File: src/rtl/pc_fetch_ctrl.sv
// Program counter and fetch control ahead of the instruction memory.
// Selects the next PC, traps misaligned/out-of-range targets, halts on a self-jump and counts retired fetches.
module pc_fetch_ctrl #(
    parameter logic [31:0] RESET_PC          = 32'h0000_0000,
    parameter int          MEM_WORDS         = 32,
    parameter bit          HALT_ON_SELF_JUMP = 1'b1
) (
    input  logic        clk_i,
    input  logic        rst_i,
    input  logic        stall_i,
    input  logic        branch_taken_i,
    input  logic [31:0] branch_offset_i,
    input  logic        jump_i,
    input  logic [25:0] jump_index_i,
    input  logic        jump_reg_i,
    input  logic [31:0] jr_target_i,
    output logic [31:0] pc_out_o,
    output logic [31:0] pc_plus4_o,
    output logic        fetch_valid_o,
    output logic        halted_o,
    output logic        fault_o,
    output logic [31:0] fault_pc_o,
    output logic [31:0] retired_cnt_o
);

    typedef enum logic [1:0] {
        ST_BOOT  = 2'd0,
        ST_RUN   = 2'd1,
        ST_HALT  = 2'd2,
        ST_FAULT = 2'd3
    } state_t;

    localparam logic [31:0] MEM_WORDS_W = 32'(MEM_WORDS);

    state_t      state_q;
    logic [31:0] pc_q;
    logic [31:0] fault_pc_q;
    logic [31:0] retired_q;
    logic [31:0] retired_d;
    logic        fetch_valid_q;
    logic        halted_q;
    logic        fault_q;

    logic [31:0] pc_plus4_s;
    logic [31:0] target_s;
    logic        redirect_s;
    logic        misaligned_s;
    logic        out_of_range_s;
    logic        self_jump_s;

    assign pc_plus4_s = pc_q + 32'd4;

    // Next-PC selection: jump_reg beats jump beats branch beats sequential.
    always_comb begin
        target_s   = pc_plus4_s;
        redirect_s = 1'b0;
        if (jump_reg_i) begin
            target_s   = jr_target_i;
            redirect_s = 1'b1;
        end else if (jump_i) begin
            target_s   = {pc_plus4_s[31:28], jump_index_i, 2'b00};
            redirect_s = 1'b1;
        end else if (branch_taken_i) begin
            target_s   = pc_plus4_s + {branch_offset_i[29:0], 2'b00};
            redirect_s = 1'b1;
        end else begin
            target_s   = pc_plus4_s;
            redirect_s = 1'b0;
        end
    end

    // Target checks and saturating retire count.
    always_comb begin
        misaligned_s   = (target_s[1:0] != 2'b00);
        out_of_range_s = ({2'b00, target_s[31:2]} >= MEM_WORDS_W);
        self_jump_s    = HALT_ON_SELF_JUMP && redirect_s && (target_s == pc_q);
        if (retired_q == 32'hFFFF_FFFF) begin
            retired_d = retired_q;
        end else begin
            retired_d = retired_q + 32'd1;
        end
    end

    // Fetch FSM; HALT and FAULT are only left through reset.
    always_ff @(posedge clk_i or posedge rst_i) begin
        if (rst_i) begin
            state_q       <= ST_BOOT;
            pc_q          <= RESET_PC;
            fault_pc_q    <= 32'h0000_0000;
            retired_q     <= 32'h0000_0000;
            fetch_valid_q <= 1'b0;
            halted_q      <= 1'b0;
            fault_q       <= 1'b0;
        end else begin
            case (state_q)
                ST_BOOT: begin
                    state_q       <= ST_RUN;
                    fetch_valid_q <= 1'b1;
                end
                ST_RUN: begin
                    if (!stall_i) begin
                        retired_q <= retired_d;
                        if (misaligned_s || out_of_range_s) begin
                            state_q       <= ST_FAULT;
                            fault_pc_q    <= target_s;
                            fault_q       <= 1'b1;
                            fetch_valid_q <= 1'b0;
                        end else if (self_jump_s) begin
                            state_q       <= ST_HALT;
                            halted_q      <= 1'b1;
                            fetch_valid_q <= 1'b0;
                        end else begin
                            pc_q <= target_s;
                        end
                    end
                end
                ST_HALT, ST_FAULT: begin
                    state_q <= state_q;
                end
                default: begin
                    state_q       <= ST_FAULT;
                    fault_q       <= 1'b1;
                    fetch_valid_q <= 1'b0;
                end
            endcase
        end
    end

    assign pc_out_o      = pc_q;
    assign pc_plus4_o    = pc_plus4_s;
    assign fetch_valid_o = fetch_valid_q;
    assign halted_o      = halted_q;
    assign fault_o       = fault_q;
    assign fault_pc_o    = fault_pc_q;
    assign retired_cnt_o = retired_q;

endmodule

File: config.mk
export PLATFORM = sky130hd
export DESIGN_NAME = pc_fetch_ctrl
export DESIGN_NICKNAME = d
export VERILOG_FILES = /design/src/rtl/pc_fetch_ctrl.sv
export SDC_FILE = /design/constraint.sdc
export NUM_CORES = 1
export LEC_CHECK = 0
export BUFFER_PORTS_ARGS = -buffer_cell sky130_fd_sc_hd__buf_2
export CORE_UTILIZATION = 59
export DETAILED_ROUTE_END_ITERATION = 10
export GPL_ROUTABILITY_DRIVEN = 0
export PLACE_DENSITY = 0.95
export RECOVER_POWER = 100
export SKIP_LAST_GASP = 1
export SYNTH_ARGS = -nofsm -noshare
export SYNTH_HDL_FRONTEND = slang
export SYNTH_SLANG_ARGS = --single-unit
File: constraint.sdc
create_clock -name clk_i -period 15 [get_ports clk_i]
set_input_delay 1.5 -clock clk_i [delete_from_list [all_inputs] [get_ports clk_i]]
set_output_delay 1.5 -clock clk_i [all_outputs]
set_load 0.005 [all_outputs]
==> metrics.md <==
| Metric | Value |
|---|---|
| Min Clock Period, post-route | 8.175 ns |
| Root buf cell | clkbuf_16 |
| Gr ovfl total | 0 |
| Ys async rst share | 1.000 |
| Die footprint | 15650 sq um |
| Slew of the pin with the lowest slew margin | 2.843 ns |
| First DRT Iteration DRCs | between 1500 and 2000 |
| Synth Area in Compound Gates | 0.2300 |
| Area contributors post-synth | dfrtp_1 (28%), xnor2_1 (5.2%), ha_1 (5.2%) |
| Post-route setup TNS | 0 ns |
| Crit path launch type | flop |
| Post-CTS setup buffer count | 0 |
| Worst-Skew Late Latency | 0.35 ns |
| Routed WL | 32.90 mm |
| Hold Buf Count CTS | 0 |
| Cell count after synthesis | 1098 |
| H-tree levels | 3 |
| Total Power | 792.7 uW |
| RSZ-0062 raised after global routing | false |
| Core ar. | 14640 sq um |
| Crit path DAT | 8.41 ns |
| Cell chain of the critical path | ha_1, nand4_1, or4_1, nor4_1, xor2_1, ha_1, a211oi_1, o211ai_1, a2111oi_0, nand3_1, o311ai_0, nor3b_1, xnor2_1, o2111a_1, a21oi_1, clkbuf_1, mux2_2 |
| Commonest non-fill, non-tap cell in the layout | buf_2 |
| First-pass GRT wire length | around 52 mm |
| CP max FO | 23 |
| Avg Inst Size Synth | slightly above 8 sq um |
| Failing checks | DRC, capacitance limit, slew limit |
| Slew headroom | -0.8953 |
| Result of the run | complete, but fails checks |
| FMAX | 122.3 MHz |
| Fin cells | 1472 |
| HP Class | flop to flop |
| Share of cells above drive strength 1 | 0.1841 |
| CP endpoint kind | flop |
| Xor/xnor share of the synthesized area | 0.07055 |
| Largest family of logic cells by synthesized area | simple AND/OR/NAND/NOR gates |
| Syn Nets | 1232 |
| Die X | 125.1 microns |
| Clk sink count | between 100 and 150 |
| Row count | 44 |
| Clk slew on worst S/H paths | 0.08 ns |
| Antenna viol nets, final | 0 |
| CTS Buffer Depth | 2 |
| Post-synthesis simple-gate area fraction | 0.2721 |
| Via/cell ratio | 7.045 |
| Final nets | 1416 |
| DRC Markers | 26 |
| Required @ worst endpoint | around 15 ns |
| Adder-cell share of the synthesized area | 0.05403 |
| Total CTS buffers | 9 |
| Ports | 227 |
| Post-cts resize count | 0 |
| Top cell by count, worst path | ha_1 |
| Buf/Inv on CP | 1 |
| Worst path max stage delay | 1.40 ns |
| Commonest non-fill, non-tap cells in the layout | buf_2 (158), nand2_1 (103), dfrtp_1 (101) |
| Share of the synthesized area in the top cell type | 0.2828 |
| P_leak | 0.004558 uW |
| Post-synth cell types | 79 |
| WL/cell | around 22 microns |
| Slew Limit Fails | 128 |
| Post-synthesis sequential area ratio | 0.2828 |
| Vias | around 10000 |
| Die height | between 100 and 150 microns |
| Number of global-route vias before repair | between 9000 and 10000 |
| Top cell type by total area after synthesis | dfrtp_1 |
| Top delay family on crit path | compound AO/OA/AOI/OAI gates |
| Final Hold Viols | 0 |
| PwrDens | 77.29 nW/um^2 |
| Largest net degree at the start of global routing | 58 |
| CP Class | flop to flop |
| Global Route Usage Sum | 0.4214 |
| HPWL after detailed placement | 24.87 mm |
| Mapped cell area | ~8900 sq um |
| Drt first pass iters | 11 |
| Starting density of the core | 0.6104 |
| Yosys Warn Count | 0 |
| Placed insts | approximately 1500 |
| CTS tree | done |
| #FFs+latches synth | 101 |
| Max-cap violations | 3 |
| Top FF cell, synth | dfrtp_1 |
| Port bufs | 224 |
| CP max-delay cell | a21oi_1 |
| Worst vdd ir | 80.23 uV |
| Clock Skews | 0.01034 ns |
| Post-synth EDFFs | 0 |
| Layout area overhead | 14.75% |
| Mux cell area share after synthesis | 0.04591 |
| Fin crit share | 0.5450 |
| Setup violators final | 0 |
| # fillers | 1183 |
| Initial antenna violation count | 1 |
| Fin Hold WS | 0.4703 ns |
[cells in the mapped netlist, drive strengths merged, types with 16 or more instances]
master and instances:
nand2 103, dfrtp 101, nor2 88, a21oi 67, xnor2 53, nand3 51
o21ai 45, inv 38, nand4 38, ha 37, nor3 36, clkbuf 33
mux2 26, buf 24, nor4 22, xor2 19, a211oi 18, nor2b 18
and3 16
[registers in the layout (all words and copies together), names as in the netlist]
register / cells
fault_pc_o: 32
pc_out_o: 32
retired_cnt_o: 32
state_q: 2
fault_o: 1
fetch_valid_o: 1
halted_o: 1
[logic make-up after synthesis]
| group | after synthesis |
|---|---|
| AOI/OAI and AO/OA | 296 |
| xor gates and xnor gates | 72 |
| adders and majority gates | 38 |
| buffers and inverters | 96 |
| DFF | 101 |
| muxes | 37 |
| and+or+nand+nor | 458 |
[metal layers]
layer	routed length, microns	GRT usage	up-vias
met2	13580	0.6283	928
met1	11730	0.5256	4662
met4	2398	0.2346	0
met3	5183	0.1596	270
li1	-	-	4510
met5	0	0	-
[final cells by class]
type | count | area, sq um | area share
repair buffers | 230 | 1089 | 0.1061
clock inverters | 7 | 77.57 | 0.007563
inverters | 39 | 147.6 | 0.01439
diodes | 1 | 2.502 | 0.0002440
multi-input cells | 901 | 5958 | 0.5809
flip-flops and latches | 101 | 2527 | 0.2464
well taps | 184 | 230.2 | 0.02244
clock buffers | 9 | 225.2 | 0.02196
[stage by stage]
step,setup WS (ns),cell area (sq um),utilization
floorplan,9.371,8939,-
global placement,8.454,10100,0.6894
detailed placement,8.385,10100,0.6894
CTS,8.319,10400,0.7101
global route,6.229,10260,0.7004
finish,6.825,10260,0.7004
[path summary, 6_finish.rpt]
| path | cells past startpoint | end | start | slack (ns) |
|---|---|---|---|---|
| max reg2reg | 17 | fault_pc_o[5] | pc_out_o[3] | 6.82 |
| min reg2reg | 1 | halted_o | halted_o | 0.47 |
| max | 17 | fault_pc_o[5] | pc_out_o[3] | 6.82 |
| max in group asynchronous | 3 | fault_pc_o[16] | rst_i | 9.95 |
| min | 1 | halted_o | halted_o | 0.47 |
| min in group asynchronous | 2 | retired_cnt_o[16] | rst_i | 1.66 |
[where the power goes]
group	internal, uW	total [uW]	switching [uW]
clock	118	231	113
sequential	312	340	27.6
combinational	94.2	222	127
total	525	793	268
Note: power is estimated with default switching activity, not from simulation.
